**config.mk**
```make
export PLATFORM = sky130hd
export DESIGN_NAME = tans_bit_packer_flat
export DESIGN_NICKNAME = d
export VERILOG_FILES = /design/src/rtl/tans_bit_packer_if.sv /design/src/rtl/tans_bit_packer.sv /design/src/flat_wrapper.sv
export SDC_FILE = /design/constraint.sdc
export NUM_CORES = 1
export LEC_CHECK = 0
export BUFFER_PORTS_ARGS = -buffer_cell sky130_fd_sc_hd__buf_4
export CORE_MARGIN = 4
export CORE_UTILIZATION = 57
export DETAILED_ROUTE_END_ITERATION = 10
export HOLD_SLACK_MARGIN = 0.12
export PLACE_DENSITY = 0.86
export SETUP_SLACK_MARGIN = 0.02
export SYNTH_ARGS = -nofsm -noshare
export SYNTH_HDL_FRONTEND = slang
export SYNTH_SLANG_ARGS = --single-unit
```
**constraint.sdc**
```tcl
create_clock -name PHI -period 2.9 [get_ports PHI]
set_input_delay 0.145 -clock PHI [delete_from_list [all_inputs] [get_ports PHI]]
set_output_delay 0.145 -clock PHI [all_outputs]
set_load 0.005 [all_outputs]
```
**src/rtl/tans_bit_packer_if.sv**
```systemverilog
// Code-stream and word-stream signals of the tANS bit packer.
// slave = the packer itself; master = recoder/sink side. TANS_PACK_BITCOUNT_EN adds o_bit_count.
interface tans_bit_packer_if #(
    parameter int WORD_W  = 8,
    parameter int CODE_W  = 3,
    parameter int CNT_W   = 2,
    parameter int STATE_W = 4
);
    localparam int NB_W = $clog2(WORD_W + 1);

    logic                I_F;
    logic                i_val;
    logic                i_rdy;
    logic [CNT_W-1:0]    BTR;
    logic [CODE_W-1:0]   o_stream;
    logic                FIN;
    logic [STATE_W-1:0]  final_state;
    logic [WORD_W-1:0]   o_word;
    logic [NB_W-1:0]     o_nbits;
    logic                o_last;
    logic                o_valid;
    logic                o_ready;
`ifdef TANS_PACK_BITCOUNT_EN
    logic [31:0]         o_bit_count;

    modport slave (
        input  I_F, i_val, BTR, o_stream, FIN, final_state, o_ready,
        output i_rdy, o_word, o_nbits, o_last, o_valid, o_bit_count
    );
    modport master (
        output I_F, i_val, BTR, o_stream, FIN, final_state, o_ready,
        input  i_rdy, o_word, o_nbits, o_last, o_valid, o_bit_count
    );
`else
    modport slave (
        input  I_F, i_val, BTR, o_stream, FIN, final_state, o_ready,
        output i_rdy, o_word, o_nbits, o_last, o_valid
    );
    modport master (
        output I_F, i_val, BTR, o_stream, FIN, final_state, o_ready,
        input  i_rdy, o_word, o_nbits, o_last, o_valid
    );
`endif
endinterface

```
**src/rtl/tans_bit_packer.sv**
```systemverilog
// Packs variable-length tANS codes LSB-first into WORD_W-bit words, appends the final state and flushes.
// Optional TANS_PACK_BITCOUNT_EN builds the per-block payload bit counter (o_bit_count).
module tans_bit_packer #(
    parameter int WORD_W  = 8,
    parameter int CODE_W  = 3,
    parameter int CNT_W   = 2,
    parameter int STATE_W = 4
) (
    input  logic              PHI,
    input  logic              RST,
    tans_bit_packer_if.slave  bus
);
    localparam int EXT_W  = (STATE_W > CODE_W) ? STATE_W : CODE_W;
    localparam int ACC_W  = WORD_W + EXT_W;
    localparam int FILL_W = $clog2(ACC_W + 1);
    localparam int NB_W   = $clog2(WORD_W + 1);

    localparam logic [FILL_W-1:0] WORD_FILL = FILL_W'(WORD_W);

    localparam logic [1:0] ST_IDLE  = 2'd0;
    localparam logic [1:0] ST_RUN   = 2'd1;
    localparam logic [1:0] ST_TAIL  = 2'd2;
    localparam logic [1:0] ST_FLUSH = 2'd3;

    logic [1:0]         state_reg,  state_next;
    logic [ACC_W-1:0]   acc_reg,    acc_next;
    logic [FILL_W-1:0]  fill_reg,   fill_next;
    logic [STATE_W-1:0] fstate_reg, fstate_next;
    logic [WORD_W-1:0]  word_reg,   word_next;
    logic [NB_W-1:0]    nbits_reg,  nbits_next;
    logic               last_reg,   last_next;
    logic               valid_reg,  valid_next;
    logic               alive_reg;

    logic               rdy;
    logic               pop;
    logic               accept;
    logic               clr_count;
    logic               flushing;
    logic [FILL_W-1:0]  btr_eff;
    logic [CODE_W-1:0]  code_bits;
    logic [WORD_W-1:0]  fill_mask;
    logic [ACC_W-1:0]   acc_base;
    logic [FILL_W-1:0]  fill_base;
    logic [ACC_W-1:0]   ins_bits;
    logic [FILL_W-1:0]  ins_len;

    genvar gi;

    // alive_reg keeps i_rdy low while reset is held and for the edge that releases it
    always_comb begin
        rdy = 1'b0;
        if (alive_reg) begin
            case (state_reg)
                ST_IDLE: rdy = 1'b1;
                ST_RUN:  rdy = (fill_reg < WORD_FILL);
                default: rdy = 1'b0;
            endcase
        end
    end

    assign bus.i_rdy = rdy;

    assign btr_eff = (32'(bus.BTR) > CODE_W) ? FILL_W'(CODE_W) : FILL_W'(bus.BTR);

    // Bits of o_stream above the code length never reach the accumulator
    generate
        for (gi = 0; gi < CODE_W; gi++) begin : g_code_mask
            assign code_bits[gi] = bus.o_stream[gi] & (btr_eff > FILL_W'(gi));
        end
    endgenerate

    always_comb begin
        pop         = valid_reg & bus.o_ready;
        accept      = rdy & bus.i_val;
        acc_base    = pop ? (acc_reg >> WORD_W) : acc_reg;
        fill_base   = fill_reg;
        if (pop) begin
            fill_base = (fill_reg > WORD_FILL) ? (fill_reg - WORD_FILL) : '0;
        end
        state_next  = state_reg;
        fstate_next = fstate_reg;
        ins_bits    = '0;
        ins_len     = '0;
        clr_count   = 1'b0;

        case (state_reg)
            ST_IDLE: begin
                if (accept && bus.I_F) begin
                    ins_bits   = ACC_W'(code_bits);
                    ins_len    = btr_eff;
                    clr_count  = 1'b1;
                    state_next = ST_RUN;
                end
            end
            ST_RUN: begin
                if (accept) begin
                    ins_bits = ACC_W'(code_bits);
                    ins_len  = btr_eff;
                    if (bus.FIN) begin
                        fstate_next = bus.final_state;
                        state_next  = ST_TAIL;
                    end
                end
            end
            ST_TAIL: begin
                // Wait until the pending full word has drained before appending the state
                if (fill_reg < WORD_FILL) begin
                    ins_bits   = ACC_W'(fstate_reg);
                    ins_len    = FILL_W'(STATE_W);
                    state_next = ST_FLUSH;
                end
            end
            default: begin
                if (fill_base == '0) begin
                    state_next = ST_IDLE;
                end
            end
        endcase

        acc_next  = acc_base | (ins_bits << fill_base);
        fill_next = fill_base + ins_len;
    end

    generate
        for (gi = 0; gi < WORD_W; gi++) begin : g_fill_mask
            assign fill_mask[gi] = (fill_next > FILL_W'(gi));
        end
    endgenerate

    // Output registers follow the post-update accumulator, so they stay put while stalled
    always_comb begin
        flushing   = (state_next == ST_FLUSH);
        valid_next = flushing ? (fill_next != '0) : (fill_next >= WORD_FILL);
        last_next  = flushing && (fill_next <= WORD_FILL);
        nbits_next = NB_W'(WORD_W);
        if (flushing && (fill_next < WORD_FILL)) begin
            nbits_next = NB_W'(fill_next);
        end
        word_next  = acc_next[WORD_W-1:0] & fill_mask;
    end

    always_ff @(posedge PHI or posedge RST) begin
        if (RST) begin
            state_reg  <= ST_IDLE;
            acc_reg    <= '0;
            fill_reg   <= '0;
            fstate_reg <= '0;
            word_reg   <= '0;
            nbits_reg  <= '0;
            last_reg   <= 1'b0;
            valid_reg  <= 1'b0;
            alive_reg  <= 1'b0;
        end else begin
            state_reg  <= state_next;
            acc_reg    <= acc_next;
            fill_reg   <= fill_next;
            fstate_reg <= fstate_next;
            word_reg   <= word_next;
            nbits_reg  <= nbits_next;
            last_reg   <= last_next;
            valid_reg  <= valid_next;
            alive_reg  <= 1'b1;
        end
    end

    assign bus.o_word  = word_reg;
    assign bus.o_nbits = nbits_reg;
    assign bus.o_last  = last_reg;
    assign bus.o_valid = valid_reg;

`ifdef TANS_PACK_BITCOUNT_EN
    logic [31:0] bit_count_reg;

    // Restarts with the first code of a block; padding never enters ins_len
    always_ff @(posedge PHI or posedge RST) begin
        if (RST) begin
            bit_count_reg <= '0;
        end else if (clr_count) begin
            bit_count_reg <= 32'(ins_len);
        end else begin
            bit_count_reg <= bit_count_reg + 32'(ins_len);
        end
    end

    assign bus.o_bit_count = bit_count_reg;
`else
    logic unused_clr;
    assign unused_clr = clr_count;
`endif

endmodule

```
**src/flat_wrapper.sv**
```systemverilog
// flat-port wrapper written by rule: the top's interface ports become plain ports
module tans_bit_packer_flat 
#(
    parameter int WORD_W  = 8,
    parameter int CODE_W  = 3,
    parameter int CNT_W   = 2,
    parameter int STATE_W = 4
)
  (PHI, RST, bus_I_F, bus_i_val, bus_BTR, bus_o_stream, bus_FIN, bus_final_state, bus_o_ready, bus_i_rdy, bus_o_word, bus_o_nbits, bus_o_last, bus_o_valid);
  tans_bit_packer_if #(.WORD_W(WORD_W), .CODE_W(CODE_W), .CNT_W(CNT_W), .STATE_W(STATE_W)) bus_i ();
  input  logic PHI;
  input  logic RST;
  input wire logic [$bits(bus_i.I_F)-1:0] bus_I_F;
  input wire logic [$bits(bus_i.i_val)-1:0] bus_i_val;
  input wire logic [$bits(bus_i.BTR)-1:0] bus_BTR;
  input wire logic [$bits(bus_i.o_stream)-1:0] bus_o_stream;
  input wire logic [$bits(bus_i.FIN)-1:0] bus_FIN;
  input wire logic [$bits(bus_i.final_state)-1:0] bus_final_state;
  input wire logic [$bits(bus_i.o_ready)-1:0] bus_o_ready;
  output wire logic [$bits(bus_i.i_rdy)-1:0] bus_i_rdy;
  output wire logic [$bits(bus_i.o_word)-1:0] bus_o_word;
  output wire logic [$bits(bus_i.o_nbits)-1:0] bus_o_nbits;
  output wire logic [$bits(bus_i.o_last)-1:0] bus_o_last;
  output wire logic [$bits(bus_i.o_valid)-1:0] bus_o_valid;
  assign bus_i.I_F = bus_I_F;
  assign bus_i.i_val = bus_i_val;
  assign bus_i.BTR = bus_BTR;
  assign bus_i.o_stream = bus_o_stream;
  assign bus_i.FIN = bus_FIN;
  assign bus_i.final_state = bus_final_state;
  assign bus_i.o_ready = bus_o_ready;
  assign bus_i_rdy = bus_i.i_rdy;
  assign bus_o_word = bus_i.o_word;
  assign bus_o_nbits = bus_i.o_nbits;
  assign bus_o_last = bus_i.o_last;
  assign bus_o_valid = bus_i.o_valid;
  tans_bit_packer #(.WORD_W(WORD_W), .CODE_W(CODE_W), .CNT_W(CNT_W), .STATE_W(STATE_W)) u_core (.PHI(PHI), .RST(RST), .bus(bus_i));
endmodule
```
==> results.json <==
{
  "wirelength_mm": 4.69,
  "fill_cells": 275,
  "ys.flop_type": "dfrtp_1",
  "synth_top_family_by_area": "compound AO/OA/AOI/OAI gates",
  "yosysWarnings": 0,
  "first_pass_iters": 4,
  "chipHeight_um": 68.6,
  "cts.sinks": 37,
  "synth_cell_type_count": 62,
  "hpwl_mm": 3.51,
  "synth_edf_count": 0,
  "cp.required_ps": 3060,
  "grt_max_degree": 38,
  "die-area_um2": 4710,
  "status": "finished clean",
  "clock_latency_ps": 290,
  "cp_top_family": "compound AO/OA/AOI/OAI gates",
  "end_kind": "flop",
  "post-route-min-period_ps": 2580,
  "setup_viol": 0,
  "slowest_stage": "dfrtp_1",
  "period_share": 0.891,
  "die_w_um": 68.6,
  "synthAdderAreaFrac": 0.0323,
  "max-cap-violations": 0,
  "largest_reg_flops": 12,
  "n_antenna_cell": 0,
  "rrSetupSlack_ps": 320,
  "cp-start-kind": "flop",
  "cts_root_buffer": "clkbuf_8",
  "drc": 0,
  "wl_per_cell_um": 16.6,
  "slew_headroom": 0.601,
  "worstSetupPathType": "flop to flop",
  "syn_area_per_cell_um2": 10.4,
  "cts-buffers-inserted": 5,
  "grt_setup_unrepaired": "no",
  "max_stage_delay_ps": 420,
  "grt_overflow": 0,
  "clk_pin_slew_ps": 70,
  "synth_mux_area_frac": 0.0364,
  "syn_inst": 201,
  "area_delta_synth_final_pct": 18.2,
  "ant_nets": 0,
  "io-pin-count": 30,
  "synth_xor_area_frac": 0.00836,
  "rows": 21,
  "drive_above_1_share": 0.280,
  "syn_area_um2": 2090,
  "finalSetupTns_ps": 0,
  "synthSimpleGateAreaFrac": 0.207,
  "crit_chain": "buf_4, nand2b_4, nand2_1, and3_2, ha_1, a21o_1, a21oi_1, xnor2_1, inv_2, o21ai_0, o21ai_1",
  "grt_pass1_vias": 1678,
  "tightestPinTransition_ps": 597,
  "fin_util": 0.719,
  "core_area_um2": 3440,
  "critPathBufInv": 2,
  "drv_slew": 0,
  "skew_ps": 5.96,
  "cts_buffer_depth": 2,
  "num_vias": 1718,
  "irDropWorstVdd_mv": 0.672,
  "critPathMaxFanout": 10,
  "io_buffers": 29,
  "yosysSeqAreaShare": 0.442,
  "power-per-cell-area_nw_per_um2": 967,
  "hold_class": "input port to flop",
  "p_leak_nw": 1.14,
  "routabilityCongestion": 0.893,
  "track_usage": 0.231,
  "start_util": 0.609,
  "htreeDepth": 2,
  "hold_violations": 0,
  "final_nets": 254,
  "synth_compound_area_frac": 0.231,
  "cts_tree": "done",
  "grt_pass1_wl_mm": 7.99,
  "drt-vias-per-instance": 6.09,
  "synth-async-reset-ratio": 1.00,
  "drt-initial-drc-count": 173,
  "syn_nets": 220,
  "antenna_found_initial": 0,
  "ys_ff_latch": 37,
  "arrival_ps": 2740,
  "clock.fmax_mhz": 387
}
==> where the power goes <==
group	internal [mW]	total [mW]	switching (mW)
registers	0.711	0.868	0.157
logic	0.519	1.18	0.666
clock network	0.166	0.342	0.176
total	1.40	2.40	0.999
==> stage by stage <==
| stage | cells | power (mW) | setup slack (ps) | area [um2] | hold WS (ps) |
|---|---|---|---|---|---|
| after floorplan | 201 | 1.70 | 501 | 2090 | 297 |
| after global placement | 269 | 1.99 | 295 | 2330 | 277 |
| after detailed placement | 269 | 2.02 | 263 | 2330 | 280 |
| after CTS | 282 | 2.37 | 231 | 2460 | 302 |
| after global routing | 282 | 2.58 | 104 | 2480 | 348 |
| final | 282 | 2.40 | 315 | 2480 | 296 |
==> what timing repair did <==
action / in CTS / in global routing
gates resized for setup: 0 / 5
hold buffers: 5 / 0
hold endpoints to repair: 41 / 0
buffers inserted: 0 / 0
setup endpoints to repair: 0 / 10
==> cells in the mapped netlist (3+ instances only) <==
library cell	count	share of area
o21ai_0	16	0.038
nand3_1	4	0.0096
nand4_1	3	0.0090
a21oi_1	10	0.024
and3_1	4	0.012
nand2b_1	3	0.0090
buf_2	3	0.0072
o21ai_1	5	0.012
inv_1	5	0.0090
o21bai_1	4	0.014
nor2_1	10	0.018
buf_6	3	0.016
dfrtp_1	37	0.44
nor3_1	3	0.0072
clkbuf_1	4	0.0072
and2_1	8	0.024
nand2_1	16	0.029
mux2_2	5	0.027
ha_1	3	0.018
==> cells by family after synthesis <==
logic type	count (synthesis)
AND/OR/NAND/NOR	69
AO/OA/AOI/OAI	64
flip-flops	37
buffers and inverters	16
multiplexers	7
adder cells (fa/ha/maj)	5
XOR/XNOR	2
other	1
==> final timing paths <==
path,startpoint,end,cells past startpoint
worst min-delay path,bus_FIN,u_core.state_reg[0]$_DFF_PP0_,4
worst max-delay path,u_core.fill_reg[3]$_DFF_PP0_,u_core.bus.o_word[6]$_DFF_PP0_,11
min in group asynchronous,RST,u_core.bus.o_word[6]$_DFF_PP0_,4
worst max register to register,u_core.fill_reg[3]$_DFF_PP0_,u_core.bus.o_word[6]$_DFF_PP0_,11
worst min register to register,u_core.acc_reg[7]$_DFF_PP0_,u_core.acc_reg[7]$_DFF_PP0_,2
max in group asynchronous,RST,u_core.state_reg[0]$_DFF_PP0_,4
==> per-layer routing <==
| metal | global-route usage | wire length (um) | share of wire |
|---|---|---|---|
| met1 | 0.307 | 2060 | 0.44 |
| met2 | 0.359 | 2200 | 0.47 |
| met3 | 0.0600 | 313 | 0.067 |
| met4 | 0.0943 | 112 | 0.024 |
| met5 | 0 | 0 | 0 |
==> final cells by class <==
cell class,instances,area [um2],share of cell area
flip-flops and latches,37,927,0.374
repair buffers,37,290,0.117
multi-input cells,148,1100,0.443
clock buffers,6,72.6,0.0293
well taps,46,57.6,0.0232
inverters,6,22.5,0.00910
clock inverters,2,10.0,0.00404
==> cell usage in the layout, fill, tap and decap left out, drive strengths merged, types with 4 or more instances in the layout <==
cell type and instances:
dfrtp 37, a21oi 10, and3 4, buf 32
o21bai 4, and2 8, o21ai 21, mux2 5
nor2 11, nand2b 5, nand2 16, nand3 4
dlygate4sd3 5, inv 6, clkbuf 6
==> worst min-delay path, cell delays in order <==
cell	delay, ps
buf_4	110
nand4_1	100
a21oi_1	70
a21oi_1	120
No activity file was read; power rests on OpenSTA's default activity.
